--- config.mk ---
export PLATFORM = sky130hd
export DESIGN_NAME = uart_tx_drain
export DESIGN_NICKNAME = d
export VERILOG_FILES = /design/src/rtl/uart_pkg.sv /design/src/rtl/uart_baud_cnt.sv /design/src/rtl/uart_tx_drain.sv
export SDC_FILE = /design/constraint.sdc
export NUM_CORES = 1
export LEC_CHECK = 0
export BUFFER_PORTS_ARGS = -buffer_cell sky130_fd_sc_hd__buf_2
export CORE_MARGIN = 4
export CORE_UTILIZATION = 30
export CTS_CLUSTER_DIAMETER = 40
export DETAILED_ROUTE_END_ITERATION = 7
export MAX_ROUTING_LAYER = met4
export PLACE_DENSITY = 0.58
export SETUP_SLACK_MARGIN = 0.2
export SLEW_MARGIN = 20
export SYNTH_ARGS = -nofsm -noshare
export SYNTH_HDL_FRONTEND = slang
export SYNTH_SLANG_ARGS = --single-unit
--- constraint.sdc ---
create_clock -name clk -period 4.77 [get_ports clk]
set_clock_uncertainty 0.1 [all_clocks]
set_input_delay 0.954 -clock clk [delete_from_list [all_inputs] [get_ports clk]]
set_output_delay 0.954 -clock clk [all_outputs]
set_load 0.01 [all_outputs]
--- src/rtl/uart_pkg.sv ---
// uart_pkg: shared state encoding and framing constants for the UART TX drain
package uart_pkg;
  typedef enum logic [2:0] {IDLE, POP, LATCH, START, DATA, STOP} uart_tx_state_t;
  localparam int UART_DATA_W = 8;
  localparam int UART_STOP_BITS = 1;
endpackage

--- src/rtl/uart_baud_cnt.sv ---
// uart_baud_cnt: bit-period counter, tick marks the last cycle of each bit
module uart_baud_cnt #(
  parameter int CLKS_PER_BIT = 16
) (
  input  logic clk,
  input  logic rst_n,
  input  logic clear,
  input  logic en,
  output logic tick
);
  localparam int W = $clog2(CLKS_PER_BIT);
  logic [W-1:0] cnt_q, cnt_d;
  assign tick = en && (cnt_q == W'(CLKS_PER_BIT - 1));
  // next count: restart on state entry or bit boundary, otherwise advance while enabled
  always_comb cnt_d = (clear || tick) ? '0 : en ? cnt_q + W'(1) : cnt_q;
  // counter register
  always_ff @(posedge clk or negedge rst_n)
    if (!rst_n) cnt_q <= '0;
    else cnt_q <= cnt_d;
endmodule

--- src/rtl/uart_tx_drain.sv ---
// uart_tx_drain: pops one byte per frame from a FIFO and sends it as 8N1 UART
module uart_tx_drain
  import uart_pkg::*;
#(
  parameter int CLKS_PER_BIT = 16,
  parameter int DATA_W = UART_DATA_W
) (
  input  logic              clk,
  input  logic              rst_n,
  input  logic              fifo_empty,
  input  logic [DATA_W-1:0] fifo_data,
  output logic              fifo_read_en,
  output logic              tx,
  output logic              busy
);
  uart_tx_state_t state_q, state_d;
  logic [DATA_W-1:0] shreg_q, shreg_d;
  logic [2:0] bit_q, bit_d;
  logic tx_q, tx_d;
  logic tick, baud_en, baud_clear;
  assign baud_en = (state_q == START) || (state_q == DATA) || (state_q == STOP);
  assign baud_clear = state_d != state_q;
  assign fifo_read_en = state_q == POP;
  assign busy = state_q != IDLE;
  assign tx = tx_q;
  uart_baud_cnt #(.CLKS_PER_BIT(CLKS_PER_BIT)) u_baud (
    .clk  (clk),
    .rst_n(rst_n),
    .clear(baud_clear),
    .en   (baud_en),
    .tick (tick)
  );
  // frame sequencing; tx is derived from the next state so it changes with the state
  always_comb begin
    state_d = state_q;
    shreg_d = shreg_q;
    bit_d = bit_q;
    unique case (state_q)
      IDLE:  state_d = fifo_empty ? IDLE : POP;
      POP:   state_d = LATCH;
      LATCH: begin
        shreg_d = fifo_data;
        state_d = START;
      end
      START: if (tick) begin
        state_d = DATA;
        bit_d = '0;
      end
      DATA:  if (tick) begin
        shreg_d = shreg_q >> 1;
        bit_d = bit_q + 3'd1;
        state_d = (bit_q == 3'(DATA_W - 1)) ? STOP : DATA;
      end
      STOP:  state_d = tick ? IDLE : STOP;
      default: state_d = IDLE;
    endcase
    tx_d = (state_d == START) ? 1'b0 : (state_d == DATA) ? shreg_d[0] : 1'b1;
  end
  // state, shift register, bit counter and line register
  always_ff @(posedge clk or negedge rst_n)
    if (!rst_n) begin
      state_q <= IDLE;
      shreg_q <= '0;
      bit_q <= '0;
      tx_q <= 1'b1;
    end else begin
      state_q <= state_d;
      shreg_q <= shreg_d;
      bit_q <= bit_d;
      tx_q <= tx_d;
    end
endmodule

Word level (Yosys, flattened, before mapping)
Cells that the tools add are included.
{"block": "totals", "register_bits": 19, "input_bits": 11, "output_inout_bits": 3, "wordCells": 46}
{"block": "classes", "add_sub_neg": 2, "n_eq_ne": 12, "n_mux": 15, "reduce_logical": 11}
{"op": "one-hot mux 3 bit (6 select lines)", "n": 1}
{"op": "one-hot mux 8 bit (2 select lines)", "n": 1}
{"op": "2-to-1 mux 3 bit", "n": 5}
{"op": "equality test 3 bit (second input constant)", "n": 4}
{"op": "equality test 3 x 2 -> 1 bit (second input constant)", "n": 3}
{"op": "2-to-1 mux 4 bit", "n": 2}
{"op": "2-to-1 mux 8 bit", "n": 1}
{"op": "one-hot mux 3 bit (2 select lines)", "n": 1}
{"op": "nonzero test 2 bit", "n": 3}
{"op": "adder 4 x 1 -> 4 bit (second input constant)", "n": 1}
{"op": "equality test 4 bit (second input constant)", "n": 1}
{"op": "2-to-1 mux 1 bit", "n": 4}
{"op": "!= test 2 bit (second input constant)", "n": 2}
{"op": "adder 3 x 1 -> 3 bit (second input constant)", "n": 1}
{"op": "equality test 3 x 1 -> 1 bit (second input constant)", "n": 1}
{"op": "logical NOT 3 bit", "n": 1}
{"op": "logical OR 1 bit", "n": 3}
{"op": "!= test 3 bit", "n": 1}
{"op": "AND reduction 3 bit", "n": 1}
{"op": "nonzero test 3 bit", "n": 1}
{"op": "AND reduction 2 bit", "n": 1}
{"op": "logical AND 1 bit", "n": 1}

Longest topological paths before layout
{"block": "logic_depth", "depth_word": 9, "ltp_mapped": 7, "mapped_depth_nobuf": 7}

By module
Synthesis repeated with hierarchy kept, for this count alone.
{"block": "unflattened", "hier_cells": 100, "area_unflattened_um2": 1044.8}
{"mod": "uart_tx_drain", "n_inst": 1, "cells_per_inst": 78, "area_per_inst_um2": 842.1, "seq_area_each_um2": 376.6}
{"mod": "uart_baud_cnt", "n_inst": 1, "cells_per_inst": 22, "area_per_inst_um2": 202.7, "seq_area_each_um2": 100.1}

Worst setup path after synthesis
Ideal clock, no wire load.
{"block": "synth_timing", "path_kind": "flip-flop to output port", "start": "register state_q[2]", "end": "output busy", "t_arrival_ns": 1.085, "required_time_ns": 3.716, "setup_slack_ns": 2.631, "path_stages_with_launch": 4, "n_path_buf": 2, "cell_sequence": "dfrtp_1 -> buf_6 -> clkbuf_1 -> or3_1"}
{"block": "synth_via", "elab_chain_cells": 1}
{"item": "from (decl)", "line_no": "uart_tx_drain.sv:16", "rtl": "uart_tx_state_t state_q, state_d;"}
{"item": "from (signal assigned)", "line_no": "uart_tx_drain.sv:67", "rtl": "state_q <= state_d;"}
{"item": "nonzero test 3 bit", "line_no": "uart_tx_drain.sv:24", "rtl": "assign busy = state_q != IDLE;"}
{"item": "to (decl)", "line_no": "uart_tx_drain.sv:14", "rtl": "output logic busy"}
No other way between the ends.

Worst setup path in the final report
Same ends and word-level chain as after synthesis.

==> results.toml <==
[global_route]
grt_max_degree = 20
track_usage_pct = 10.1
antenna_found_initial = 0
grt_remaining_overflow = 0
grt_pass1_wl_mm = 3.17
grt_pass1_vias = 749

[critical_path]
regToRegStartpoint = "state_q[2]"
cp_slowest_cell = "dfrtp_1"
crit_chain = "or3_1, buf_2"
timing.rr.end = "tx"
critPathCaptureType = "output pin"
worst-path-max-fanout = 18
worstSetupPathType = "reg2out"
reg2reg_slack_ps = 2640
critical_path_arrival_ps = 1500
cp_top_family = "flip-flops"
critical-path-max-stage-delay_ps = 610
cp_data_required_time_ps = 3720
reg2reg_depth = 5
cp_num_buf_inv = 1
worstSetupStartpointType = "flip-flop"

[hold_path]
whs_endpoint = "shreg_q[6]"
hold_path_class = "reg2reg"
hp-start = "shreg_q[6]"
hold_depth = 2

[logic_synthesis]
syn_inst = 99
muxShareOfSynthArea_pct = 1.02
synth-compound-area-share_pct = 18.1
synth_adder_area_share_pct = 3.83
ys.flop_type = "dfrtp_1"
yosys.area_share.xor_xnor_pct = 2.68
synthSimpleGateAreaFrac_pct = 22.2
async_flop_share_pct = 100
synth.distinct_cells = 33
ys_ff_latch = 19
synth_area_um2 = 980
yosysSeqAreaShare_pct = 48.7
avgSynthCellArea_um2 = 9.90
synth_top_family_by_area = "simple AND/OR/NAND/NOR gates"
ys_warn_count = 0
synth_nets = 113
synth_edf_count = 0

[timing]
min_period_ps = 2560
fmax_mhz = 391
rsz0062_at_grt = "no"
worst_pin_slew_ps = 564
setup_violations = 0
finalHoldViolations = 0
relSlewSlack_pct = 62.0
worst_slack_ps = 2210
finalCritPeriodShare_pct = 53.6
fin_tns_setup_ps = 0
drv_slew = 0

[placed_design]
gp_congestion = 0.751
port_buffers = 13
dp_cells = 152
place_ws_ps = 2560
hpwl_mm = 1.40
placed_area_um2 = 1070

[floorplan]
pin_count = 14
die_area_um2 = 4240
die_w_um = 65.1
rows = 20
die_h_um = 65.1
floorplan.initialDensity_pct = 31.8
core_um2 = 3080

[clock_tree]
clock_tree.htree_level_count = 1
cts_buffers = 3
cts.sinks = 19
post_cts_buffers = 0
cts_tree = "done"
cts_hold_buf = 0
cts_buffer_depth = 2
cts_root_buf = "clkbuf_4"
clk_pin_slew_ps = 120
cts.repair.resized = 0
clk_latency_ps = 300

[power_and_ir_drop]
ir_drop_mv = 0.125
leakage_nw = 0.479
power_density_nw_per_um2 = 236

[route]
drtPass1Iterations = 4
ant_nets = 0
vias_per_cell = 4.96
wirelength_mm = 1.86
dr.first_iter.drc_count = 32
routedWlPerCell_um = 11.9
dr_total_vias = 773
drc = 0

[finish]
seq_area_um2 = 477
final_net_count = 127
layout-drive-gt1-share_pct = 18.8
mostFrequentLayoutCell = "dfrtp_1"
final_cell_area_um2 = 1100
fillers = 327
final_util_pct = 35.7
final_cells = 156
syn_to_final_growth_pct = 12.0
diodes = 0
multi_input_area_um2 = 469
mostFrequentLayoutCells = "dfrtp_1 (18), nand2_1 (17), buf_2 (13)"

[outcome]
status = "completed"

[job]
drv_cap = 0
==> per-layer routing <==
| layer | vias up | routed length (um) | GRT usage (%) |
|---|---|---|---|
| li1 | 385 | - | - |
| met1 | 371 | 832 | 11.2 |
| met2 | 15 | 916 | 16.6 |
| met3 | 2 | 91 | 4.10 |
| met4 | 0 | 18 | 3.11 |
| met5 | - | 0 | - |
==> cell usage after synthesis, types with 2 or more instances <==
library cell,instances,area share (%)
o21ai_0,6,3.1
buf_4,2,1.5
o22ai_1,3,1.9
dfrtp_1,18,46
ha_1,3,3.8
a22oi_1,6,4.6
nand3_1,2,1.0
nand4_1,2,1.3
nor3_1,2,1.0
a211oi_1,2,1.5
nor2_1,9,3.4
a21oi_1,4,2.0
xor2_1,2,1.8
nor2b_1,3,1.9
nand2_1,17,6.5
==> through the flow <==
stage / power (mW) / hold slack [ps]
after floorplan: 0.173 / 346
after global placement: 0.181 / 359
after detailed placement: 0.182 / 368
after CTS: 0.264 / 393
after global routing: 0.272 / 417
final: 0.259 / 387
==> flip-flops by register name, indices dropped and copies added, names as in the netlist <==
register,count
tx,1
bit_q,3
state_q,3
shreg_q,8
u_baud.cnt_q,4
==> area by class of cell <==
| cell class | instances | share of cell area, % |
|---|---|---|
| clock buffer | 3 | 2.05 |
| clock inverter | 1 | 0.456 |
| inverter | 1 | 0.342 |
| multi-input combinational | 75 | 42.8 |
| sequential | 19 | 43.4 |
| tap | 44 | 5.02 |
| timing repair buffer | 13 | 5.93 |
==> power breakdown <==
part	internal [mW]	switching (mW)
logic	0.00551	0.00612
clock network	0.0313	0.0500
registers	0.165	0.00159
total	0.201	0.0577
==> cell families (layout without fill, tap and decap cells) <==
family,after synthesis,in the layout
xor gates and xnor gates,3,3
AOI/OAI and AO/OA,25,25
and+or+nand+nor,43,43
DFF,19,19
buffers and inverters,5,18
muxes,1,1
adders and majority gates,3,3
==> worst min-delay path, cell delays in order, from the launching register on <==
cell and delay [ps]:
dfrtp_1 360, nand2_1 50, nand2_1 60
==> how the worst max path moves through the flow <==
stage / from / endpoint / slack (ps) / depth (start not counted)
after CTS: state_q[2] / busy / 2200 / 2
after global routing: state_q[2] / busy / 2140 / 2
after detailed placement: state_q[2] / busy / 2560 / 2
final: state_q[2] / busy / 2210 / 2
after floorplan: state_q[2] / busy / 2630 / 3
after global placement: state_q[2] / busy / 2570 / 2
No activity file was read; power rests on OpenSTA's default activity.
